File: src/rtl/rx_buf_sched.sv
// Receive-side bank scheduler. It hands free raw-RAM banks to the MII capture writer,
// runs the parser over full banks oldest-first, and holds the payload RAM until the consumer acks.
module rx_buf_sched #(
  parameter int ADDR_W    = 9,
  parameter int NUM_BANKS = 2,
  parameter int BANK_W    = $clog2(NUM_BANKS),
  parameter int TIMEOUT   = 1024
) (
  input  logic              clk,
  input  logic              rst,
  input  logic              cap_done,
  output logic [BANK_W-1:0] cap_bank,
  output logic              cap_ready,
  output logic              parse_start,
  output logic [BANK_W-1:0] parse_bank,
  input  logic              parse_done,
  input  logic [ADDR_W-1:0] parse_last,
  output logic              out_valid,
  output logic [ADDR_W-1:0] out_last_addr,
  input  logic              out_ack,
  output logic [15:0]       frame_count,
  output logic [15:0]       drop_count,
  output logic [1:0]        state_dbg
);

  // Handshakes: a cap_done pulse is taken only while cap_ready=1 (otherwise it is an
  // overrun and is counted as a drop); out_valid rises with the payload, holds out_last_addr
  // stable, and falls on the edge after out_ack=1 is seen while it is high.

  localparam logic [1:0] S_IDLE    = 2'd0;
  localparam logic [1:0] S_PARSING = 2'd1;
  localparam logic [1:0] S_HOLD    = 2'd2;

  localparam int          CNT_W   = BANK_W + 1;
  localparam logic [15:0] WD_LAST = 16'(TIMEOUT - 1);

  logic [1:0]           state;
  logic [NUM_BANKS-1:0] full_q;
  logic [NUM_BANKS-1:0] full_nxt;
  logic [BANK_W-1:0]    fifo_mem [NUM_BANKS];
  logic [BANK_W-1:0]    rd_ptr;
  logic [BANK_W-1:0]    wr_ptr;
  logic [CNT_W-1:0]     fifo_cnt;
  logic [15:0]          wd_cnt;

  logic              push;
  logic              pop;
  logic              overrun;
  logic              start;
  logic              accept;
  logic              wd_drop;
  logic [BANK_W-1:0] head_bank;
  logic [BANK_W-1:0] cap_bank_nxt;
  logic              cap_ready_nxt;
  logic [1:0]        drop_inc;
  logic [16:0]       drop_sum;

  assign state_dbg = state;
  assign head_bank = fifo_mem[rd_ptr];

  assign push    = cap_done && cap_ready;
  assign overrun = cap_done && !cap_ready;
  assign start   = (state == S_IDLE) && (fifo_cnt != '0) && !out_valid;
  assign accept  = (state == S_PARSING) && parse_done;
  assign wd_drop = (state == S_PARSING) && !parse_done && (wd_cnt == WD_LAST);
  assign pop     = accept || wd_drop;

  // The bank under capture is always free and the head is always full, so push and
  // pop in the same cycle never touch the same bit.
  always_comb begin
    full_nxt = full_q;
    if (push) full_nxt[cap_bank] = 1'b1;
    if (pop)  full_nxt[head_bank] = 1'b0;
  end

  // Lowest-index free bank of the next-cycle map, so a bank freed now is usable next cycle.
  always_comb begin
    cap_bank_nxt  = '0;
    cap_ready_nxt = 1'b0;
    for (int i = NUM_BANKS - 1; i >= 0; i--) begin
      if (!full_nxt[i]) begin
        cap_bank_nxt  = BANK_W'(i);
        cap_ready_nxt = 1'b1;
      end
    end
  end

  assign drop_inc = {1'b0, overrun} + {1'b0, wd_drop};
  assign drop_sum = {1'b0, drop_count} + 17'(drop_inc);

  always_ff @(posedge clk) begin
    if (!rst && push) begin
      fifo_mem[wr_ptr] <= cap_bank;
    end
  end

  always_ff @(posedge clk) begin
    if (rst) begin
      state         <= S_IDLE;
      full_q        <= '0;
      rd_ptr        <= '0;
      wr_ptr        <= '0;
      fifo_cnt      <= '0;
      wd_cnt        <= '0;
      cap_bank      <= '0;
      cap_ready     <= 1'b1;
      parse_start   <= 1'b0;
      parse_bank    <= '0;
      out_valid     <= 1'b0;
      out_last_addr <= '0;
      frame_count   <= '0;
      drop_count    <= '0;
    end else begin
      full_q      <= full_nxt;
      cap_bank    <= cap_bank_nxt;
      cap_ready   <= cap_ready_nxt;
      drop_count  <= drop_sum[16] ? 16'hFFFF : drop_sum[15:0];
      parse_start <= 1'b0;

      if (push) wr_ptr <= wr_ptr + BANK_W'(1);
      if (pop)  rd_ptr <= rd_ptr + BANK_W'(1);

      case ({push, pop})
        2'b10:   fifo_cnt <= fifo_cnt + CNT_W'(1);
        2'b01:   fifo_cnt <= fifo_cnt - CNT_W'(1);
        default: fifo_cnt <= fifo_cnt;
      endcase

      case (state)
        S_IDLE: begin
          if (start) begin
            parse_bank  <= head_bank;
            parse_start <= 1'b1;
            wd_cnt      <= '0;
            state       <= S_PARSING;
          end
        end
        S_PARSING: begin
          wd_cnt <= wd_cnt + 16'd1;
          // A completion on the watchdog's last cycle still counts as a frame.
          if (accept) begin
            out_last_addr <= parse_last;
            out_valid     <= 1'b1;
            frame_count   <= (frame_count == 16'hFFFF) ? frame_count : frame_count + 16'd1;
            state         <= S_HOLD;
          end else if (wd_drop) begin
            state <= S_IDLE;
          end
        end
        S_HOLD: begin
          if (out_ack) begin
            out_valid <= 1'b0;
            state     <= S_IDLE;
          end
        end
        default: state <= S_IDLE;
      endcase
    end
  end

endmodule
File: config.mk
export PLATFORM = sky130hd
export DESIGN_NAME = rx_buf_sched
export DESIGN_NICKNAME = d
export VERILOG_FILES = /design/src/rtl/rx_buf_sched.sv
export SDC_FILE = /design/constraint.sdc
export NUM_CORES = 1
export LEC_CHECK = 0
export CORE_MARGIN = 2
export CORE_UTILIZATION = 30
export CTS_BUF_LIST = sky130_fd_sc_hd__clkbuf_4 sky130_fd_sc_hd__clkbuf_8
export DETAILED_ROUTE_END_ITERATION = 16
export HOLD_SLACK_MARGIN = 0.06
export PLACE_DENSITY = 0.57
export SYNTH_ARGS = -nofsm -noshare
export SYNTH_HDL_FRONTEND = slang
export SYNTH_SLANG_ARGS = --single-unit
File: constraint.sdc
create_clock -name clk -period 6.18 [get_ports clk]
set_input_delay 1.236 -clock clk [delete_from_list [all_inputs] [get_ports clk]]
set_output_delay 1.236 -clock clk [all_outputs]
set_load 0.005 [all_outputs]
==> results of run 1 <==
[metrics by stage]
stage / worst slack [ns] / instances / instance area (sq um) / hold slack [ns]
CTS: 2.25 / 577 / 4340 / 0.459
finish: 2.27 / 577 / 4340 / 0.457
global placement: 2.04 / 561 / 4100 / 0.441
floorplan: 3.05 / 373 / 3370 / 0.453
global route: 2.00 / 577 / 4340 / 0.485
detailed placement: 1.87 / 561 / 4100 / 0.448
[final timing paths]
kind | from | end | slack [ns] | depth (start not counted)
setup / recovery | parse_done | drop_count[0] | 2.27 | 11
hold reg to reg | out_last_addr[7] | out_last_addr[7] | 0.46 | 2
hold / removal | out_last_addr[7] | out_last_addr[7] | 0.46 | 2
setup reg to reg | state_dbg[0] | drop_count[0] | 3.00 | 9
[where the power goes]
part           internal (W)  total, W  switching, W
Clock              0.000271  0.000450      0.000179
Sequential         0.000498  0.000519     0.0000204
Combinational     0.0000684  0.000159     0.0000909
[tightest hold or removal path, cell delays in order (launching register included)]
cell	delay, ns
dfxtp_1	0.31
nand2_1	0.05
a21oi_1	0.05
[cell usage after synthesis, types with 2 or more instances]
cell	n
and3_1	5
nand2_1	42
buf_2	4
xor2_1	7
nand4b_1	6
o21ai_0	2
clkbuf_1	10
nor2_1	35
nor2_2	3
nor2b_1	4
and4_1	3
o31ai_1	6
o21ai_1	9
ha_1	4
xnor2_1	20
dfxtp_1	71
a21o_1	3
nand3_1	18
a21oi_1	31
nand4_2	2
nor3b_1	2
nor3_2	6
and2_1	2
edfxtp_1	2
a31oi_1	4
nand4_1	8
nand2b_1	2
or3_1	6
a21oi_2	11
nor3_1	10
inv_1	6
nor4b_2	2
nor4_2	2
mux2i_1	2
[final cells by class]
class | count | area share (%)
multi-input combinational | 278 | 41.4
sequential | 73 | 34.1
timing repair buffer | 63 | 14.3
tap | 140 | 4.04
clock buffer | 10 | 3.03
clock inverter | 6 | 2.48
inverter | 7 | 0.606
[registers in the layout (all words and copies together), names as in the netlist, named ones only]
signal         flops
out_last_addr      9
full_q             2
out_valid          1
cap_bank           1
state_dbg          2
rd_ptr             1
cap_ready          1
parse_start        1
parse_bank         1
fifo_cnt           2
wd_cnt            16
fifo_mem           2
drop_count        16
frame_count       16
wr_ptr             1
[metal layers]
| layer | global-route usage, % | routed length (microns) | up-vias |
|---|---|---|---|
| met3 | 4.76 | 501 | 11 |
| met5 | 0 | 0 | - |
| li1 | - | - | 1434 |
| met1 | 17.1 | 3580 | 1327 |
| met4 | 4.88 | 113 | 0 |
| met2 | 20.2 | 3240 | 65 |
[cells by family (layout without fill, tap and decap cells)]
group,Yosys count,after routing,synth area share [%]
fa+ha+maj,5,5,2.08
buf+inv,22,86,2.82
compound gates,72,72,13.2
flops,73,73,43.9
xor+xnor,27,27,7.01
mux,3,3,0.927
simple gates,171,171,30.0
==> flow_summary.ini, run 1 <==
[status]
outcome = complete, no violations

[sta]
rsz0062_at_grt = no
setup_viol = 0
clock-skew-final_ns = 0.00741
min_period_over_period_pct = 63.3
tightest_slew_ns = 0.839
hold_violations = 0
max_slew_margin_pct = 44.1
tns_ns = 0
final.min_clock_period_ns = 3.91
max_clock_freq_mhz = 256
drv_slew = 0

[yosys]
async_reset_ff_share_pct = 0
synth.area.top_cells = dfxtp_1, xnor2_1, nand2_1
syn_nets = 392
synthDistinctLibCells = 57
syn_inst = 373
synth_top_area_share_pct = 42.1
synth_seq_cells = 73
synth_area_per_cell_sq_um = 9.04
synth_area_sq_um = 3370
yosys_warnings = 0
yosysSeqAreaShare_pct = 43.9
synth-edff-count = 2
synth-main-ff-cell = dfxtp_1
synth_largest_area_cell = dfxtp_1

[clock_tree]
cts_sinks = 73
cts_tree = done
cts_resized = 0
clkTransAtPathRegs_ns = 0.08
clk_latency_ns = 0.36
clockBufferDepth = 2
root_buffer = clkbuf_8
cts_buffers = 9
cts_hold_buffers = 0
cts_setup_buffers = 0
htreeDepth = 3

[place]
portBuffers = 61
gp_congestion = 0.831
dp_hpwl_microns = 5020

[routing]
firstDrtPassIters = 4
vias_per_cell = 4.92
drt-initial-drc-count = 89
wirelength_microns = 7430
drc = 0
num_vias = 2837
wl_per_cell_microns = 12.9
drtAntennaViolNets = 0

[finish]
ff_latch_area_sq_um = 1480
layout_common_cells = dfxtp_1, clkdlybuf4s50_1, nand2_1
multi_input_area_sq_um = 1800
utilization_pct = 39.9
areaGrowthSynthToFinish_pct = 28.6
antenna_cells = 0
nNetsFinal = 451
final_common_cell = dfxtp_1
drive_gt1_share_pct = 12.6
fill_cells = 1116

[critical_path]
cp-end-kind = flip-flop
cp-start-kind = primary input
cp.buffers_inverters = 2
critPathArrivalTime_ns = 4.19
cp_max_fo = 13
critical_path_class = primary input to flip-flop
path_cells = clkdlybuf4s50_1, nor4_2, nor2b_1, nand4_1, fa_1, inv_1, ha_1, nand3_1, nor2_4, nand3_2, a21oi_1
crit_family = simple AND/OR/NAND/NOR gates
required_ns = 6.46
cp_slowest_stage_delay_ns = 0.58
cp_slowest_cell = clkdlybuf4s50_1

[run]
cap_violations = 0

[floorplan]
core_area_sq_um = 10900
rows = 38
die_w_microns = 110
ios = 62
initial_core_util_pct = 31.0
die_area_sq_um = 12100
die_h_microns = 110

[global_route]
grt_use_total_pct = 13.2
grt-ovfl-total = 0
grt_max_degree = 78
grt_pass1_wl_microns = 12500
antenna_found_initial = 0
grt_pass1_vias = 2646

[power_and_ir_drop]
cellPowerDensity_nw_per_um2 = 260
p_leak_nw = 1.42
finalPower_w = 0.00113
ir_worst_vdd_mv = 0.149

[hold_path]
hold_path.class = flip-flop to flip-flop
No activity file was read; power rests on OpenSTA's default activity.
==> run 2: changes to the inputs <==
Settings changed: PLACE_DENSITY 0.57 to 0.59.
Clock period 6.18 ns to 3.3 ns, I/O delays scaled along.
==> flow_summary.ini, run 2 (synthesis gave the netlist of run 1 again) <==
[finish]
fill_cells = 1131
nNetsFinal = 456
final_common_cell = dfxtp_1
drive_gt1_share_pct = 13.6
antenna_cells = 0
reg_top3 = drop_count (16), frame_count (16), wd_cnt (16)
areaGrowthSynthToFinish_pct = 28.9
layout_common_cells = dfxtp_1, clkdlybuf4s50_1, nand2_1

[clock_tree]
htreeDepth = 3
clk_latency_ns = 0.34
clockBufferDepth = 2
root_buffer = clkbuf_8
cts_buffers = 9
clkTransAtPathRegs_ns = 0.08
cts_setup_buffers = 0
cts_resized = 0
cts_sinks = 73
cts_tree = done
cts_hold_buffers = 0

[critical_path]
cp-end-kind = flip-flop
cp-start-kind = primary input
crit_family = simple AND/OR/NAND/NOR gates
path_cells = clkdlybuf4s50_1, nor4_2, nor2b_1, nand4_1, fa_1, inv_1, ha_1, nand3_1, nor2_4, nand3_2, a21oi_1
critPathArrivalTime_ns = 3.22
required_ns = 3.57
critical_path_class = primary input to flip-flop
cp_slowest_stage_delay_ns = 0.45
cp_max_fo = 13
cp_slowest_cell = clkdlybuf4s50_1
cp.buffers_inverters = 2

[routing]
wirelength_microns = 7600
num_vias = 2888
firstDrtPassIters = 4
wl_per_cell_microns = 13.1
drc = 0
vias_per_cell = 4.96
drtAntennaViolNets = 0
drt-initial-drc-count = 129

[sta]
min_period_over_period_pct = 89.2
max_slew_margin_pct = 25.7
max_clock_freq_mhz = 340
hold_violations = 0
clock-skew-final_ns = 0.0115
setup_viol = 0
rsz0062_at_grt = no
setup_ws_ns = 0.356
tns_ns = 0
final.min_clock_period_ns = 2.94
drv_slew = 0
tightest_slew_ns = 1.11

[global_route]
grt-ovfl-total = 0
grt_max_degree = 63
antenna_found_initial = 0
grt_pass1_wl_microns = 12600
grt_pass1_vias = 2679
grt_use_total_pct = 13.1

[status]
outcome = complete, no violations

[place]
dp_hpwl_microns = 5180
portBuffers = 61
preCtsSetupSlack_ns = -0.0312
gp_congestion = 0.815

[power_and_ir_drop]
clkPwrFrac_pct = 36.6
switching_power_w = 0.000550
pwr-share-seq_pct = 48.1
switching_share_pct = 27.2
combPwrFrac_pct = 15.3
ir_worst_vdd_mv = 0.178
power.internal_w = 0.00147
p_leak_nw = 1.44
cellPowerDensity_nw_per_um2 = 464

[floorplan]
rows = 38
die_area_sq_um = 12100
ios = 62
die_w_microns = 110
initial_core_util_pct = 31.0
core_area_sq_um = 10900
die_h_microns = 110

[hold_path]
hold_path.class = flip-flop to flip-flop

[run]
cap_violations = 0
[run 2: power by group through the flow]
stage | Sequential (W) | Combinational, W | Clock (W)
6_report | 0.000972 | 0.000308 | 0.000740
5_1_grt | 0.000979 | 0.000342 | 0.000797
4_1_cts | 0.000972 | 0.000312 | 0.000766
3_5_place_dp | 0.000993 | 0.000311 | 0
3_3_place_gp | 0.000990 | 0.000308 | 0
2_1_floorplan | 0.000986 | 0.000183 | 0
[run 2: final cells by class]
type | count | area (sq um) | area share, %
tap | 140 | 175 | 4.03
clock buffer | 12 | 159 | 3.65
timing repair buffer | 68 | 658 | 15.1
clock inverter | 4 | 51.3 | 1.18
sequential | 73 | 1480 | 34.1
multi-input combinational | 278 | 1800 | 41.3
inverter | 7 | 26.3 | 0.604
[run 2: worst register-to-register path, stage by stage, from the launching register on]
cell,delay [ns]
dfxtp_1,0.40
ha_1,0.23
nand4_1,0.14
nor2_2,0.18
nand4_1,0.14
fa_1,0.44
inv_1,0.07
ha_1,0.15
nand3_1,0.19
nor2_4,0.18
nand3_2,0.35
a21oi_1,0.26
[run 2: path summary, 6_finish.rpt]
path                                          to  slack (ns)  cells after the start              from
worst max-delay path               drop_count[1]        0.36                     11        parse_done
worst min-delay path            out_last_addr[4]        0.46                      2  out_last_addr[4]
worst max register to register     drop_count[1]        0.50                     11         wd_cnt[0]
worst min register to register  out_last_addr[4]        0.46                      2  out_last_addr[4]
[run 2: through the flow]
stage | util (%) | cells | hold slack, ns | instance area (sq um) | total power [W]
after floorplan | - | 373 | 0.453 | 3370 | 0.00117
after detailed placement | 38.0 | 566 | 0.449 | 4140 | 0.00130
after global routing | 39.9 | 582 | 0.476 | 4350 | 0.00212
after CTS | 39.9 | 582 | 0.460 | 4350 | 0.00205
after global placement | 38.0 | 566 | 0.441 | 4140 | 0.00130
final | 39.9 | 582 | 0.458 | 4350 | 0.00202
[run 2: routing by layer]
metal | share of wire [%] | wire length, microns | GRT usage (%) | vias to the layer above
li1 | - | - | - | 1442
met1 | 48 | 3610 | 17.3 | 1353
met2 | 45 | 3390 | 20.6 | 87
met3 | 7.1 | 542 | 4.23 | 6
met4 | 0.78 | 59 | 3.62 | 0
met5 | 0 | 0 | 0 | -
